## config.mk

```make
export PLATFORM = sky130hd
export DESIGN_NAME = soc_test_sequencer
export DESIGN_NICKNAME = d
export VERILOG_FILES = /design/src/rtl/soc_test_pkg.sv /design/src/rtl/soc_test_watchdog.sv /design/src/rtl/soc_test_sequencer.sv
export SDC_FILE = /design/constraint.sdc
export NUM_CORES = 1
export LEC_CHECK = 0
export ABC_AREA = 1
export BUFFER_PORTS_ARGS = -buffer_cell sky130_fd_sc_hd__buf_2
export CORE_UTILIZATION = 50
export CTS_BUF_LIST = sky130_fd_sc_hd__clkbuf_8
export DETAILED_ROUTE_END_ITERATION = 6
export PLACE_DENSITY = 0.79
export SLEW_MARGIN = 30
export SYNTH_ARGS = -nofsm -noshare
export SYNTH_HDL_FRONTEND = slang
export SYNTH_HIERARCHICAL = 1
export SYNTH_SLANG_ARGS = --single-unit
```

## constraint.sdc

```tcl
create_clock -name Clk_Core -period 2.5 [get_ports Clk_Core]
set_input_delay 0.125 -clock Clk_Core [delete_from_list [all_inputs] [get_ports Clk_Core]]
set_output_delay 0.125 -clock Clk_Core [all_outputs]
set_load 0.005 [all_outputs]
```

## src/rtl/soc_test_pkg.sv

```systemverilog
// soc_test_pkg: shared states and constants for the directed-program test sequencer
package soc_test_pkg;

    typedef enum logic [2:0] {
        IDLE,
        LOAD_IMEM,
        LOAD_REGS,
        RUN,
        CHECK,
        DONE
    } state_e;

    localparam int          DEF_NUM_REGS    = 32;
    localparam int          DEF_RUN_TIMEOUT = 4096;
    localparam int          DEF_TO_W        = 13;
    localparam logic [31:0] PC_STEP         = 32'd4;

    function automatic logic is_busy(input state_e s);
        return !(s == IDLE || s == DONE);
    endfunction

endpackage

```

## src/rtl/soc_test_watchdog.sv

```systemverilog
// soc_test_watchdog: RUN-phase cycle counter; expired flags the last allowed cycle
module soc_test_watchdog #(
    parameter int TIMEOUT = 4096,
    parameter int W       = 13
) (
    input  logic         i_clk,
    input  logic         i_rst_n,
    input  logic         i_clr,
    input  logic         i_en,
    output logic [W-1:0] o_count,
    output logic         o_expired
);

    logic [W-1:0] r_count;

    always_ff @(posedge i_clk or negedge i_rst_n) begin
        if (!i_rst_n)
            r_count <= '0;
        else if (i_clr)
            r_count <= '0;
        else if (i_en)
            r_count <= r_count + W'(1);
    end

    // Asserted during the TIMEOUT-th enabled cycle so exactly TIMEOUT cycles elapse
    assign o_expired = i_en && (r_count == W'(TIMEOUT - 1));
    assign o_count   = r_count;

endmodule

```

## src/rtl/soc_test_sequencer.sv

```systemverilog
// soc_test_sequencer: loads a program and register image, runs the core, then checks registers
module soc_test_sequencer
    import soc_test_pkg::*;
#(
    parameter int IMEM_AW     = 8,
    parameter int NUM_REGS    = DEF_NUM_REGS,
    parameter int RUN_TIMEOUT = DEF_RUN_TIMEOUT,
    parameter int TO_W        = DEF_TO_W
) (
    input  logic               Clk_Core,
    input  logic               Rst_Core_N,
    input  logic               Start,
    input  logic               Host_Valid,
    output logic               Host_Ready,
    input  logic [31:0]        Host_Data,
    input  logic               Host_Last,
    output logic               Core_Rst_N,
    input  logic [31:0]        Core_Pc,
    output logic               Imem_Wr_En,
    output logic [IMEM_AW-1:0] Imem_Wr_Addr,
    output logic [31:0]        Imem_Wr_Data,
    output logic               Reg_Wr_En,
    output logic [4:0]         Reg_Addr,
    output logic [31:0]        Reg_Wr_Data,
    input  logic [31:0]        Reg_Rd_Data,
    output logic               Busy,
    output logic               Done,
    output logic               Pass,
    output logic [5:0]         Fail_Count,
    output logic [4:0]         First_Fail,
    output logic               Timeout,
    output logic               Overflow
);

    state_e             r_state;
    state_e             w_next;
    logic [IMEM_AW:0]   r_cnt;
    logic [31:0]        r_target_pc;
    logic [4:0]         r_idx;
    logic               r_core_rst_n;
    logic               r_imem_wr_en;
    logic [IMEM_AW-1:0] r_imem_wr_addr;
    logic [31:0]        r_imem_wr_data;
    logic               r_reg_wr_en;
    logic [4:0]         r_reg_addr;
    logic [31:0]        r_reg_wr_data;
    logic [5:0]         r_fail_count;
    logic [4:0]         r_first_fail;
    logic               r_timeout;
    logic               r_overflow;
    logic               w_xfer;
    logic               w_run;
    logic               w_pc_hit;
    logic               w_expired;
    logic [TO_W-1:0]    w_run_cnt;

    soc_test_watchdog #(
        .TIMEOUT (RUN_TIMEOUT),
        .W       (TO_W)
    ) u_watchdog (
        .i_clk     (Clk_Core),
        .i_rst_n   (Rst_Core_N),
        .i_clr     (!w_run),
        .i_en      (w_run),
        .o_count   (w_run_cnt),
        .o_expired (w_expired)
    );

    assign w_run      = (r_state == RUN);
    assign w_xfer     = Host_Valid && Host_Ready;
    // The PC is still at its reset value in the first RUN cycle, so it is not trusted there
    assign w_pc_hit   = w_run && (w_run_cnt != '0) && (Core_Pc == r_target_pc);
    assign Host_Ready = (r_state == LOAD_IMEM) || (r_state == LOAD_REGS) || (r_state == CHECK);
    assign Busy       = is_busy(r_state);
    assign Done       = (r_state == DONE);
    assign Pass       = Done && (r_fail_count == '0) && !r_timeout && !r_overflow;

    always_ff @(posedge Clk_Core or negedge Rst_Core_N) begin
        if (!Rst_Core_N)
            r_state <= IDLE;
        else
            r_state <= w_next;
    end

    always_comb begin
        w_next = r_state;
        case (r_state)
            IDLE, DONE: w_next = Start ? LOAD_IMEM : r_state;
            LOAD_IMEM:  w_next = (w_xfer && Host_Last) ? LOAD_REGS : r_state;
            LOAD_REGS:  w_next = (w_xfer && r_idx == 5'(NUM_REGS - 1)) ? RUN : r_state;
            RUN:        w_next = (w_pc_hit || w_expired) ? CHECK : r_state;
            CHECK:      w_next = (w_xfer && r_reg_addr == 5'(NUM_REGS - 1)) ? DONE : r_state;
            default:    w_next = IDLE;
        endcase
    end

    always_ff @(posedge Clk_Core or negedge Rst_Core_N) begin
        if (!Rst_Core_N) begin
            r_cnt          <= '0;
            r_target_pc    <= '0;
            r_idx          <= '0;
            r_core_rst_n   <= 1'b0;
            r_imem_wr_en   <= 1'b0;
            r_imem_wr_addr <= '0;
            r_imem_wr_data <= '0;
            r_reg_wr_en    <= 1'b0;
            r_reg_addr     <= '0;
            r_reg_wr_data  <= '0;
            r_fail_count   <= '0;
            r_first_fail   <= '0;
            r_timeout      <= 1'b0;
            r_overflow     <= 1'b0;
        end else begin
            r_imem_wr_en <= 1'b0;
            r_reg_wr_en  <= 1'b0;
            r_core_rst_n <= (w_next == RUN);
            case (r_state)
                IDLE, DONE: begin
                    if (Start) begin
                        r_cnt        <= '0;
                        r_target_pc  <= '0;
                        r_idx        <= '0;
                        r_fail_count <= '0;
                        r_first_fail <= '0;
                        r_timeout    <= 1'b0;
                        r_overflow   <= 1'b0;
                    end
                end
                LOAD_IMEM: begin
                    if (w_xfer) begin
                        r_target_pc <= r_target_pc + PC_STEP;
                        if (r_cnt[IMEM_AW]) begin
                            r_overflow <= 1'b1;
                        end else begin
                            r_imem_wr_en   <= 1'b1;
                            r_imem_wr_addr <= r_cnt[IMEM_AW-1:0];
                            r_imem_wr_data <= Host_Data;
                            r_cnt          <= r_cnt + (IMEM_AW + 1)'(1);
                        end
                    end
                end
                LOAD_REGS: begin
                    if (w_xfer) begin
                        r_reg_wr_en   <= 1'b1;
                        r_reg_addr    <= r_idx;
                        r_reg_wr_data <= Host_Data;
                        r_idx         <= r_idx + 5'd1;
                    end
                end
                RUN: begin
                    r_reg_addr <= '0;
                    if (!w_pc_hit && w_expired)
                        r_timeout <= 1'b1;
                end
                CHECK: begin
                    if (w_xfer) begin
                        if (Host_Data != Reg_Rd_Data) begin
                            if (r_fail_count != 6'h3f)
                                r_fail_count <= r_fail_count + 6'd1;
                            if (r_fail_count == '0)
                                r_first_fail <= r_reg_addr;
                        end
                        r_reg_addr <= r_reg_addr + 5'd1;
                    end
                end
                default: ;
            endcase
        end
    end

    assign Core_Rst_N   = r_core_rst_n;
    assign Imem_Wr_En   = r_imem_wr_en;
    assign Imem_Wr_Addr = r_imem_wr_addr;
    assign Imem_Wr_Data = r_imem_wr_data;
    assign Reg_Wr_En    = r_reg_wr_en;
    assign Reg_Addr     = r_reg_addr;
    assign Reg_Wr_Data  = r_reg_wr_data;
    assign Fail_Count   = r_fail_count;
    assign First_Fail   = r_first_fail;
    assign Timeout      = r_timeout;
    assign Overflow     = r_overflow;

endmodule

```

==> reports/results.txt, run 1 <==
Clock skew = 0.0141 ns
TritonCTS clock tree = built
HP Class = input pin to register
Clk buf depth = 2
Total chip power = 8.79 mW
Largest net degree at the start of global routing = 84
Status = finished, final reports clean
Total CTS buffers = 17
Slew Viols, Final = 0
Core Area = 16,800 um^2
Top FF cell, synth = dfrtp_1
Share of the synthesized area in the top cell type = 0.438
Skew-Pair Late Insertion Delay = 0.46 ns
Via count = 8,600
RSZ-0062 raised after global routing = no
Clock power frac = 0.217
Top cells by area, synth = dfrtp_1, nand2_1, inv_1
Synth Net Count = 1,282
Yosys warnings = 6
Psw = 3.57 mW
Share of post-route cells with drive strength above 1 = 0.210
DIE WIDTH = 134 um
Achievable Freq = 478 MHz
Mapped Area = 8740 um^2
Synth Instances = 1,172
Overflow left after global routing = 0
WP data arrival = 2.49 ns
Final #Nets = 1,514
First-pass GRT wire length = 40.3 mm
Internal Power = 5.22 mW
Die ar. = 18,000 um^2
Largest area contributor in the netlist = dfrtp_1
Vias per cell = 5.25
Post CTS Setup Buffer Count = 0
Die Ht = 134 um
CTS root buf = clkbuf_8
Number of global-route vias before repair = 8,261
Comb pwr share = 0.381
Routability Congestion = 0.981
Fin crit period = 2.09 ns
# clock sinks = 153
PD cells = 820 nW/um^2
Unique masters post-synth = 47
Final period util = 0.838
Top Ports = 198
WL/cell = 14.9 um
Critical path peak fanout = 13
# setup viols final = 0
Final Hold Viols = 0
Max rail drop VDD = 505 uV
CTS HTree Levels = 4
Initial Util = 0.520
HPWL after DPL = 17.8 mm
Layout fillers = 1,423
Ant diodes = 0
Crit path kind = register to register
DRC viols = 0
Nature of the critical path endpoint = register
Overall Global Routing Usage = 0.284
Number of flops mapped to enable cells by yosys = 0
Critical Path RT = 2.89 ns
DR iter-0 viols = 788
Drt pass-1 iters = 5
Initial antenna violation count = 0
Slew HR = 0.527
Detail Route Antenna Nets = 0
Max-cap violations = 0
Post_cts resized = 0
FF+latch count, synth = 153
Critical Path Start Type = register
Sw Share = 0.406
Worst-Margin Slew = 0.709 ns
Sequential Power Share = 0.403
Synthesis-to-layout area growth = 22.5%
Lkg Pwr = 5.49 nW
Async set-reset flop share out of synthesis = 1.00
Port Buffers = 197
Clock transition at the registers of the reported paths = 0.09 ns
Row count = 47
Setup TNS = 0 ns
Register area share after synthesis = 0.438
Drt total wl = 24.4 mm
Post-Syn Area per Cell = 7.46 um^2
## critical path: stages (launching register included)
cell,delay (ns)
dfrtp_1,0.64
nand3_4,0.13
inv_4,0.16
nand2_1,0.07
nor2_1,0.09
nand2_1,0.06
nor2_1,0.08
nand3_1,0.37
nand2_1,0.29
nand2_1,0.07
nand2_1,0.07
## flip-flops by register name (all words and copies together) (netlist names), 3 cells and up
signal / flops
Fail_Count: 6
First_Fail: 5
Imem_Wr_Addr: 8
Imem_Wr_Data: 32
Reg_Addr: 5
Reg_Wr_Data: 32
r_cnt: 9
r_idx: 5
r_state: 3
r_target_pc: 30
u_watchdog/o_count: 13
## cells in the final DEF (no fill, tap or decap), drive strengths merged, types with 2 or more instances in the layout
| master | n |
|---|---|
| buf | 209 |
| xnor2 | 32 |
| nand2 | 340 |
| dlygate4sd3 | 34 |
| nand4 | 37 |
| clkbuf | 19 |
| nor3b | 2 |
| nand3b | 4 |
| a21oi | 18 |
| inv | 167 |
| clkinvlp | 2 |
| nand3 | 70 |
| or2 | 3 |
| xor2 | 12 |
| a31oi | 5 |
| clkinv | 4 |
| a211oi | 2 |
| nor3 | 32 |
| o21ai | 123 |
| nor4 | 2 |
| dfrtp | 153 |
| ha | 9 |
| nor2 | 129 |
## through the flow
stage / util / setup slack (ns) / cells / cell area [um^2] / hold WS, ns
floorplan: - / 0.715 / 1172 / 8740 / -0.171
finish: 0.637 / 0.406 / 1637 / 10700 / 0.0928
detailed placement: 0.593 / 0.443 / 1571 / 9980 / 0.197
global route: 0.637 / 0.186 / 1637 / 10700 / 0.100
global placement: 0.593 / 0.487 / 1571 / 9980 / 0.192
CTS: 0.637 / 0.418 / 1637 / 10700 / 0.0682
## routing by layer
metal,track usage,share of wire,vias up,routed length [um]
met4,0.109,0.026,0,628
met2,0.458,0.47,369,11400
met1,0.375,0.43,3969,10600
li1,-,-,4204,-
met5,0,0,-,0
met3,0.0608,0.074,58,1810
## Yosys cell counts, types with 4 or more instances
cell / number
dfrtp_1: 153
buf_2: 17
nor3_1: 27
inv_2: 4
o21ai_0: 76
xor2_1: 12
o21ai_1: 39
nand3_2: 6
ha_1: 9
clkbuf_1: 7
nor2_1: 119
nor2_4: 5
xnor2_1: 32
a21oi_1: 15
nand2_1: 332
nor2_2: 4
nand4_1: 37
nand3b_1: 4
inv_1: 153
o21ai_2: 8
a31oi_1: 5
nand2_2: 7
nand3_1: 63
## kinds of logic after synthesis
kind of cell / share of synthesized area
flops: 0.438
xor+xnor: 0.0441
fa+ha+maj: 0.0129
mux: 0.00258
simple gates: 0.315
compound gates: 0.0999
buf+inv: 0.0876
## worst paths after layout
check | startpoint | end | slack, ns | depth (start not counted)
max | r_state[2] | First_Fail[4] | 0.41 | 10
min | Start | r_state[0] | 0.09 | 5
max reg2reg | r_state[2] | First_Fail[4] | 0.41 | 10
min reg2reg | First_Fail[0] | First_Fail[0] | 0.48 | 2
max in group asynchronous | Rst_Core_N | Imem_Wr_En | 1.49 | 3
min in group asynchronous | Rst_Core_N | r_target_pc[25] | 0.25 | 2
## cell type report
| class | instances | area (um^2) | area share |
|---|---|---|---|
| Tap cell | 220 | 275 | 0.0257 |
| Multi-Input combinational cell | 828 | 4150 | 0.388 |
| Clock inverter | 13 | 134 | 0.0125 |
| Sequential cell | 153 | 3830 | 0.357 |
| Timing Repair Buffer | 243 | 1450 | 0.135 |
| Inverter | 161 | 613 | 0.0572 |
| Clock buffer | 19 | 262 | 0.0244 |
## power by group through the flow
stage	combinational (mW)	clock [mW]	sequential [mW]
floorplan	1.97	0	3.56
global placement	3.20	0	3.55
detailed placement	3.29	0	3.55
CTS	3.32	1.93	3.53
global route	3.74	2.04	3.62
finish	3.35	1.90	3.54
## what timing repair did
action                     CTS  global route
hold buffers                34             0
hold endpoints to repair   133             0
setup endpoints to repair    0             0
Power figures use the tool's default switching activity.
==> inputs of run 2 (changes only) <==
Settings changed: ABC_AREA 1 to 0, PLACE_DENSITY 0.79 to 0.8.
Clock period 2.5 ns to 2 ns, I/O delays scaled along.
==> run 2 against run 1 <==
Effect of this change:
- the flow now finishes with violations (design-rule violations, negative setup slack)
- worst setup slack got worse by 0.46 ns
- sequential power rose by 30%
- first-iteration DRC count fell by 33%
- clock power rose by 39%
- register-to-register slack got worse by 0.46 ns
- critical path depth fell by 2
- wire length fell by 6.4%
- final area fell by 3.4%
- highest routed layer is now met5
==> reports/results.txt, run 2 <==
Nature of the critical path endpoint = register
HP Class = input pin to asynchronous set/reset pin
DRC viols = 14 (+14)
Largest net degree at the start of global routing = 49 (-42%)
# setup viols final = 8 (+8)
First-pass GRT wire length = 36.6 mm (-9.3%)
RSZ-0062 raised after global routing = yes
Row count = 44 (-6.4%)
Commonest cells after routing, fill and taps aside = buf_2, dfrtp_1, nand2_1, xnor2_1, buf_4
Synth Instances = 766 (-35%)
Yosys warnings = 6 (unchanged)
Die Ht = 125 um (-6.8%)
Pre-CTS setup slack = -0.0657 ns (-0.508 ns)
Lkg Pwr = 4.97 nW (-9.5%)
Detail Route Antenna Nets = 0 (unchanged)
Vias per cell = 5.62 (+7.0%)
DR iter-0 viols = 527 (-33%)
Register area share after synthesis = 0.506 (+0.0678)
CP startpoint = r_target_pc[2]
Top cells by area, synth = dfrtp_1, xnor2_1, nand2_1
Synthesis-to-layout area growth = 36.8%
Clock transition at the registers of the reported paths = 0.09 ns (about the same)
Core Area = 14,600 um^2 (-13%)
Achievable Freq = 487 MHz (+1.9%)
Area taken by multi-input logic gates = 3760 um^2 (-9.4%)
Drt pass-1 iters = 7 (+2)
HPWL after DPL = 14.9 mm (-16%)
Drt total wl = 22.8 mm (-6.4%)
Routability Congestion = 0.843 (-14%)
Setup ws final = -0.0540 ns (-0.460 ns)
Commonest non-fill, non-tap cell in the layout = buf_2
Ant diodes = 0 (unchanged)
Setup TNS = -0.209 ns (-0.209 ns)
Max rail drop VDD = 1020 uV (+100%)
Fin crit period = 2.05 ns (-0.0397 ns)
Critical Path Start Type = register
WP data arrival = 2.40 ns (-0.09 ns)
Top Ports = 198 (unchanged)
PD cells = 1070 nW/um^2 (+30%)
Die ar. = 15,600 um^2 (-13%)
Number of flops mapped to enable cells by yosys = 0 (unchanged)
Initial Util = 0.517 (-0.00287)
Skew-Pair Late Insertion Delay = 0.47 ns (about the same)
FF+latch count, synth = 153 (unchanged)
CTS root buf = clkbuf_8
Critical Path RT = 2.35 ns (-0.54 ns)
Mapped Area = 7570 um^2 (-13%)
Critical path peak fanout = 5 (-8)
WL/cell = 18.1 um (+22%)
Unique masters post-synth = 58 (+23%)
Share of the synthesized area in the top cell type = 0.506 (+0.0678)
Crit path kind = register to register
Worst-Margin Slew = 0.556 ns (-0.153 ns)
Post-Syn Area per Cell = 9.88 um^2 (+32%)
Final Hold Viols = 0 (unchanged)
Max-cap violations = 0 (unchanged)
Initial antenna violation count = 1 (+1)
Delay-heaviest family, CP = compound AO/OA/AOI/OAI gates
WP buf/inv = 2 (+1)
Top cells by instance count after synthesis = dfrtp_1, nand2_1, xnor2_1, nor2_1, nand4_1
Worst path slowest cell = a2111oi_4
Slew HR = 0.629 (+0.101)
Share of post-route cells with drive strength above 1 = 0.366 (+0.156)
Overall Global Routing Usage = 0.298 (+0.0136)
Final #Nets = 1,173 (-23%)
Failing checks = design-rule violations, negative setup slack
DIE WIDTH = 125 um (-6.8%)
Number of global-route vias before repair = 7,336 (-11%)
FF-to-FF Start = r_target_pc[2]
Largest area contributor in the netlist = dfrtp_1
TritonCTS clock tree = built
Most common cell in the synthesized netlist = dfrtp_1
Port Buffers = 197 (unchanged)
Clk buf depth = 2 (unchanged)
Final period util = 1.03 (+0.190)
Slew Viols, Final = 0 (unchanged)
Status = finished, violations left
Total CTS buffers = 17 (unchanged)
Via count = 7,082 (-18%)
Async set-reset flop share out of synthesis = 1.00 (unchanged)
Largest stage delay on the critical path = 0.48 ns (-0.16 ns)
Clock skew = 0.0168 ns (+0.00268 ns)
Overflow left after global routing = 0 (unchanged)
# clock sinks = 153 (unchanged)
Critical-path cell list = ha_1 > inv_1 > a2111oi_4 > nand4_4 > buf_6 > and3b_1 > xnor2_1 > nor2_1
Layout fillers = 1,002 (-30%)
Area occupied by registers = 3830 um^2 (+0.13%)
Synth Net Count = 876 (-32%)
Top FF cell, synth = dfrtp_1
CTS HTree Levels = 4 (unchanged)
run 2: cell types whose count changed after synthesis, sizes merged, moves of 22 or more:
cell,change
inv,-143
mux2,+34
nand2,-192
nand3,-50
nor2,-71
nor3,-22
o21ai,-93
xnor2,+42
run 2: kinds of logic after synthesis:
| logic type | count (synthesis) | synth area share |
|---|---|---|
| and+or+nand+nor | 333 | 0.208 |
| xor gates and xnor gates | 94 | 0.109 |
| muxes | 38 | 0.0564 |
| DFF | 153 | 0.506 |
| buffers and inverters | 48 | 0.0269 |
| adders and majority gates | 9 | 0.0149 |
| AOI/OAI and AO/OA | 91 | 0.0790 |
run 2: stage by stage:
step	instance area, um^2	hold slack, ns	utilization	total power, mW	instances
floorplan	7580	-0.196	-	6.24	766
global placement	9210	0.0640	0.629	7.86	1177
detailed placement	9210	0.0667	0.629	7.99	1177
CTS	10100	0.139	0.687	10.7	1247
global route	10400	0.162	0.707	11.6	1260
finish	10400	0.130	0.707	11.0	1260
run 2: timing repair:
item,CTS,global route
buffers inserted,3,13
endpoints found under the hold margin,192,0
gates resized for setup,6,51
setup endpoints to repair,7,74
hold buffers,35,0
gates cloned,0,1
pin swaps,4,20
run 2: final cells by class:
cell class / instances / area share
clock inverters: 14 / 0.0186
flip-flops and latches: 153 / 0.370
clock buffers: 18 / 0.0239
well taps: 184 / 0.0222
repair buffers: 309 / 0.195
inverters: 17 / 0.00701
multi-input cells: 565 / 0.363
run 2: per-layer routing:
| metal | GRT usage | vias up | part of all wire |
|---|---|---|---|
| met5 | 0 | - | 0.00057 |
| met4 | 0.131 | 2 | 0.038 |
| met3 | 0.0757 | 87 | 0.069 |
| met2 | 0.509 | 336 | 0.50 |
| met1 | 0.355 | 3428 | 0.40 |
| li1 | - | 3229 | - |
run 2: path summary, 6_finish.rpt:
path / to / slack (ns) / cells after the start
worst max-delay path: r_target_pc[24] / -0.05 / 8
worst max register to register: r_target_pc[24] / -0.05 / 8
worst min register to register: Imem_Wr_Data[11] / 0.47 / 2
max in group asynchronous: r_target_pc[14] / 1.12 / 3
min in group Clk_Core: r_state[0] / 0.20 / 4
worst min-delay path: r_target_pc[25] / 0.13 / 2
run 2: worst reg2reg max path: stages, from the launching register on:
cell       delay (ns)
dfrtp_2          0.46
ha_1             0.18
inv_1            0.08
a2111oi_4        0.48
nand4_4          0.20
buf_6            0.17
and3b_1          0.21
xnor2_1          0.12
nor2_1           0.05
run 2: power by group:
| group | switching (mW) | leakage (nW) | internal, mW |
|---|---|---|---|
| Combinational | 1.92 | 2.76 | 1.87 |
| Clock | 1.25 | 0.222 | 1.40 |
| Sequential | 0.654 | 1.99 | 3.93 |
| Total | 3.82 | 4.97 | 7.21 |
